===== src/rtl/imm_encoder.sv =====
// Immediate encoder: range-checks an immediate and packs it into a base instruction word.
// Also expands the LI pseudo-op into ADDI, LUI or a two-beat LUI/ADDI pair.
module imm_encoder #(
    parameter int unsigned ERR_CNT_W = 8
) (
    input  logic                 clk,
    input  logic                 rst_n,
    input  logic                 in_valid,
    output logic                 in_ready,
    input  logic [2:0]           in_sel,
    input  logic [31:0]          in_base,
    input  logic [31:0]          in_imm,
    output logic                 out_valid,
    input  logic                 out_ready,
    output logic [31:0]          out_instr,
    output logic                 out_err,
    output logic                 out_last,
    output logic [ERR_CNT_W-1:0] err_count
);

    localparam int unsigned XW      = 32;
    localparam int unsigned HI_W    = 20;
    localparam logic [6:0]  OP_LUI  = 7'b0110111;
    localparam logic [6:0]  OP_IMM  = 7'b0010011;
    localparam logic [2:0]  F3_ADDI = 3'b000;

    typedef enum logic {
        S_IDLE,
        S_SECOND
    } state_e;

    state_e                 state_q, state_d;
    logic                   valid_q, valid_d;
    logic [XW-1:0]          instr_q, instr_d;
    logic                   err_q, err_d;
    logic                   last_q, last_d;
    logic [XW-1:0]          pend_q, pend_d;
    logic [ERR_CNT_W-1:0]   err_cnt_q, err_cnt_d;

    logic [XW-1:0]          enc_instr;
    logic                   enc_err;
    logic                   enc_two;
    logic [XW-1:0]          enc_pend;
    logic [HI_W-1:0]        li_hi;
    logic [11:0]            li_lo;
    logic [4:0]             li_rd;
    logic                   accept;
    logic                   fire_out;

    assign li_hi    = HI_W'((in_imm + 32'h0000_0800) >> 12);
    assign li_lo    = in_imm[11:0];
    assign li_rd    = in_base[11:7];
    assign in_ready = (state_q == S_IDLE) && (!valid_q || out_ready);
    assign accept   = in_valid && in_ready;
    assign fire_out = valid_q && out_ready;

    // Format-specific packing and range check of the incoming request
    always_comb begin
        enc_instr = in_base;
        enc_err   = 1'b0;
        enc_two   = 1'b0;
        enc_pend  = '0;
        case (in_sel)
            3'd0: begin
                enc_instr = {in_imm[11:0], in_base[19:0]};
                enc_err   = in_imm != {{20{in_imm[11]}}, in_imm[11:0]};
            end
            3'd1: begin
                enc_instr = {in_imm[11:5], in_base[24:12], in_imm[4:0], in_base[6:0]};
                enc_err   = in_imm != {{20{in_imm[11]}}, in_imm[11:0]};
            end
            3'd2: begin
                enc_instr = {in_imm[12], in_imm[10:5], in_base[24:12], in_imm[4:1],
                             in_imm[11], in_base[6:0]};
                enc_err   = (in_imm != {{19{in_imm[12]}}, in_imm[12:0]}) || in_imm[0];
            end
            3'd3: begin
                enc_instr = {in_imm[31:12], in_base[11:0]};
                enc_err   = in_imm[11:0] != 12'd0;
            end
            3'd4: begin
                enc_instr = {in_imm[20], in_imm[10:1], in_imm[11], in_imm[19:12],
                             in_base[11:0]};
                enc_err   = (in_imm != {{11{in_imm[20]}}, in_imm[20:0]}) || in_imm[0];
            end
            3'd5: begin
                if (li_hi == '0) begin
                    enc_instr = {li_lo, 5'd0, F3_ADDI, li_rd, OP_IMM};
                end else if (li_lo == 12'd0) begin
                    enc_instr = {li_hi, li_rd, OP_LUI};
                end else begin
                    enc_instr = {li_hi, li_rd, OP_LUI};
                    enc_two   = 1'b1;
                    enc_pend  = {li_lo, li_rd, F3_ADDI, li_rd, OP_IMM};
                end
            end
            default: begin
                enc_instr = in_base;
                enc_err   = 1'b1;
            end
        endcase
    end

    // Next-state: new request, pending ADDI beat, or drain of the output register
    always_comb begin
        state_d   = state_q;
        valid_d   = valid_q;
        instr_d   = instr_q;
        err_d     = err_q;
        last_d    = last_q;
        pend_d    = pend_q;
        err_cnt_d = err_cnt_q;

        if (accept) begin
            valid_d = 1'b1;
            instr_d = enc_instr;
            err_d   = enc_err;
            last_d  = !enc_two;
            if (enc_two) begin
                state_d = S_SECOND;
                pend_d  = enc_pend;
            end
        end else if (state_q == S_SECOND && fire_out) begin
            valid_d = 1'b1;
            instr_d = pend_q;
            err_d   = 1'b0;
            last_d  = 1'b1;
            state_d = S_IDLE;
        end else if (fire_out) begin
            valid_d = 1'b0;
        end

        if (fire_out && err_q && err_cnt_q != {ERR_CNT_W{1'b1}}) begin
            err_cnt_d = err_cnt_q + ERR_CNT_W'(1);
        end
    end

    always_ff @(posedge clk or negedge rst_n) begin
        if (!rst_n) begin
            state_q   <= S_IDLE;
            valid_q   <= 1'b0;
            instr_q   <= '0;
            err_q     <= 1'b0;
            last_q    <= 1'b0;
            pend_q    <= '0;
            err_cnt_q <= '0;
        end else begin
            state_q   <= state_d;
            valid_q   <= valid_d;
            instr_q   <= instr_d;
            err_q     <= err_d;
            last_q    <= last_d;
            pend_q    <= pend_d;
            err_cnt_q <= err_cnt_d;
        end
    end

    assign out_valid = valid_q;
    assign out_instr = instr_q;
    assign out_err   = err_q;
    assign out_last  = last_q;
    assign err_count = err_cnt_q;

endmodule


===== config.mk =====
export PLATFORM = sky130hd
export DESIGN_NAME = imm_encoder
export DESIGN_NICKNAME = d
export VERILOG_FILES = /design/src/rtl/imm_encoder.sv
export SDC_FILE = /design/constraint.sdc
export NUM_CORES = 1
export LEC_CHECK = 0
export BUFFER_PORTS_ARGS = -buffer_cell sky130_fd_sc_hd__clkbuf_2
export CAP_MARGIN = 20
export CORE_AREA = 2 2 108 110
export CTS_BUF_LIST = sky130_fd_sc_hd__clkbuf_2
export CTS_CLUSTER_DIAMETER = 120
export DETAILED_ROUTE_END_ITERATION = 7
export DIE_AREA = 0 0 110 112
export SETUP_SLACK_MARGIN = 0.1
export SLEW_MARGIN = 20
export SYNTH_ARGS = -nofsm -noshare
export SYNTH_HDL_FRONTEND = slang
export SYNTH_SLANG_ARGS = --single-unit

===== constraint.sdc =====
create_clock -name clk -period 2.08 [get_ports clk]
set_input_delay 0.416 -clock clk [delete_from_list [all_inputs] [get_ports clk]]
set_output_delay 0.416 -clock clk [all_outputs]
set_load 0.02 [all_outputs]

==> flow_metrics.tcl <==
set metrics [dict create \
    postSynthCellCount 498 \
    synth_flop_type "sky130_fd_sc_hd__dfrtp_1" \
    mostFrequentLayoutCell "sky130_fd_sc_hd__clkbuf_2" \
    grt_use_total_pct 25.0 \
    grt-ovfl-total 0 \
    final_min_period_over_clock_period_pct 108 \
    placement_rows 39 \
    cts_root_buf "sky130_fd_sc_hd__clkbuf_2" \
    core-area_um2 11200 \
    yosys.area.top_type "sky130_fd_sc_hd__dfrtp_1" \
    peakVddDrop_mv 0.456 \
    final_max_slew_viol_count 0 \
    ys_top_cells_by_area "sky130_fd_sc_hd__dfrtp_1, sky130_fd_sc_hd__mux2_4, sky130_fd_sc_hd__nand2_1" \
    detail_route.drc_violations 0 \
    final_cell_area_um2 6140 \
    slew_headroom_pct 49.7 \
    endpoint_kind "register" \
    p_leak_nw 2.74 \
    fraction_of_registers_with_async_set_or_reset_after_synthesis_pct 100 \
    clk_pin_slew_ns 0.17 \
    fillers 1062 \
    ys_types 60 \
    timing.final.ws_setup_ns -0.168 \
    place.port_buffers 114 \
    via_count_of_the_first_global_routing_pass 4688 \
    clock.fmax_mhz 445 \
    run_status "complete, but fails checks" \
    initial_antenna_violation_count 1 \
    pin_count 115 \
    finalClockSkew_ns 0.0416 \
    r2r_cells 6 \
    detail_route.iter0.violations 402 \
    finalNetCount 758 \
    synth.yosys.seq_area_share_pct 35.6 \
    synth-seq-cells 62 \
    syn-mean-instance-area_um2 8.74 \
    mappedNetlistArea_um2 4350 \
    placed_cell_area_um2 5660 \
    clk_path_buf_depth 2 \
    synth_edf_count 0 \
    max_cap_violations 0 \
    insertion_delay_ns 0.53 \
    worst_slew_pin_slew_ns 0.747 \
    start_util_pct 39.0 \
    p_per_area_nw_per_um2 685 \
    cts_tree "built" \
    synth_top_area_share_pct 35.6 \
    grt_max_degree 57 \
    floorplan_die_area_um2 12300 \
    worstPathRequired_ns 2.48 \
    tritoncts_num_sinks 62 \
    layout.cells.non_filler 831 \
    place.detailed.instances 801 \
    clock_tree.htree_level_count 3 \
    fp.dieH_um 112 \
    die_x_um 110 \
    antenna_violating_nets_post_route 0 \
    finalHoldViolCount 0 \
    global_route_wire_length_before_repair_um 23900 \
    routed_wire_length_per_instance_um 18.2 \
    violations "negative setup slack" \
    post_route_minimum_period_ns 2.25 \
    drt_first_pass_iters 5 \
    detailed_place_hpwl_um 11200 \
    final-setup-viol-count 34 \
    hold_path_class "in -> reg" \
    vias_per_inst 5.71 \
    layout_common_cells "sky130_fd_sc_hd__clkbuf_2, sky130_fd_sc_hd__buf_4, sky130_fd_sc_hd__dfrtp_1, sky130_fd_sc_hd__nand2_1, sky130_fd_sc_hd__nor2_1" \
    syn_nets 573 \
    worstPathArrival_ns 2.64 \
    worst_setup_path_start_kind "primary input" \
    drive_gt1_share_pct 41.9 \
    whs_path_depth 3 \
    timing_worst_setup_path_type "in -> reg" \
    yosys_warnings 0 \
    vias_after_detailed_routing 4746 \
    critical_path_peak_fanout 5 \
    drt-total-wl_um 15200 \
    final_core_utilization_pct 55.0 \
    layout_area_overhead_pct 41.1 \
    number_of_buffers_created_by_cts 9 \
    rsz0062_at_grt "true" \
    finalWeightedCongestion 0.888 \
]
where the power goes:
group	switching (mW)	leakage (nW)	internal (mW)
clock network	0.447	0.0652	0.268
logic	0.949	1.94	0.776
registers	0.244	0.734	1.52
total	1.64	2.74	2.57
timing repair:
| action | CTS | global route |
|---|---|---|
| pin swaps | 30 | 11 |
| hold buffers | 1 | 0 |
| setup endpoints to repair | 34 | 35 |
| gates cloned | 2 | 0 |
| buffers inserted | 5 | 6 |
| resized for setup | 34 | 28 |
| hold endpoints to repair | 19 | 0 |
worst paths after layout:
check / slack (ns) / end / start
min in group asynchronous: 0.38 / out_instr[27] / rst_n
min: 0.12 / out_instr[3] / in_base[3]
min reg2reg: 0.51 / pend_q[4] / pend_q[4]
max reg2reg: 0.12 / pend_q[17] / out_valid
max in group asynchronous: 1.08 / out_instr[0] / rst_n
max: -0.17 / pend_q[17] / in_imm[12]
metal layers:
layer | share of wire [%] | GRT usage (%)
met4 | 2.7 | 8.78
met2 | 48 | 39.6
met3 | 5.5 | 4.57
met1 | 44 | 34.0
met5 | 0 | 0
metrics by stage:
| step | setup WS, ns | TNS [ns] | hold WS [ns] | power, mW |
|---|---|---|---|---|
| 2_1_floorplan | -0.564 | -15.59 | 0.120 | 2.77 |
| 3_3_place_gp | -0.766 | -23.65 | 0.441 | 3.40 |
| 3_5_place_dp | -0.842 | -25.09 | 0.447 | 3.44 |
| 6_report | -0.168 | -4.10 | 0.123 | 4.21 |
| 4_1_cts | -0.202 | -3.63 | 0.0769 | 4.19 |
| 5_1_grt | -0.232 | -6.02 | 0.109 | 4.46 |
cell usage after synthesis (all sizes together) (8+ instances only):
| cell type | count |
|---|---|
| dfrtp | 62 |
| nand2 | 53 |
| nor2 | 44 |
| o21ai | 38 |
| clkbuf | 30 |
| a21oi | 25 |
| nand3 | 21 |
| xnor2 | 21 |
| mux2 | 18 |
| nor3 | 15 |
| buf | 14 |
| nand4 | 13 |
| a221oi | 12 |
| a311oi | 12 |
| nor4 | 10 |
| o221ai | 10 |
| xor2 | 10 |
| a31oi | 8 |
| and3 | 8 |
registers in the layout (all words and copies together) (netlist names):
register and count:
err_count 8, out_err 1, out_instr 32, out_last 1, out_valid 1, pend_q 18
state_q 1
worst max-delay path, cell delays in order:
cell and delay [ns]:
sky130_fd_sc_hd__buf_8 0.09, sky130_fd_sc_hd__ha_4 0.13, sky130_fd_sc_hd__nand4_1 0.20, sky130_fd_sc_hd__mux2i_1 0.19
sky130_fd_sc_hd__a2bb2oi_2 0.14, sky130_fd_sc_hd__or4_4 0.50, sky130_fd_sc_hd__nor4_4 0.36, sky130_fd_sc_hd__a21oi_4 0.14
sky130_fd_sc_hd__buf_6 0.17, sky130_fd_sc_hd__mux2_4 0.29
cell families after synthesis:
| kind of cell | synth area share (%) |
|---|---|
| buffers and inverters | 5.29 |
| adder cells (fa/ha/maj) | 1.15 |
| AND/OR/NAND/NOR | 21.1 |
| AO/OA/AOI/OAI | 23.1 |
| flip-flops | 35.6 |
| multiplexers | 7.50 |
| XOR/XNOR | 6.24 |
cell type report:
type / count / area [µm²] / area share [%]
diodes: 1 / 2.50 / 0.0407
clock buffers: 10 / 50.0 / 0.815
clock inverters: 5 / 51.3 / 0.835
inverters: 6 / 22.5 / 0.367
multi-input cells: 386 / 2790 / 45.4
flip-flops and latches: 62 / 1550 / 25.3
well taps: 143 / 179 / 2.91
repair buffers: 218 / 1490 / 24.3
(Power assumes the default switching activity.)
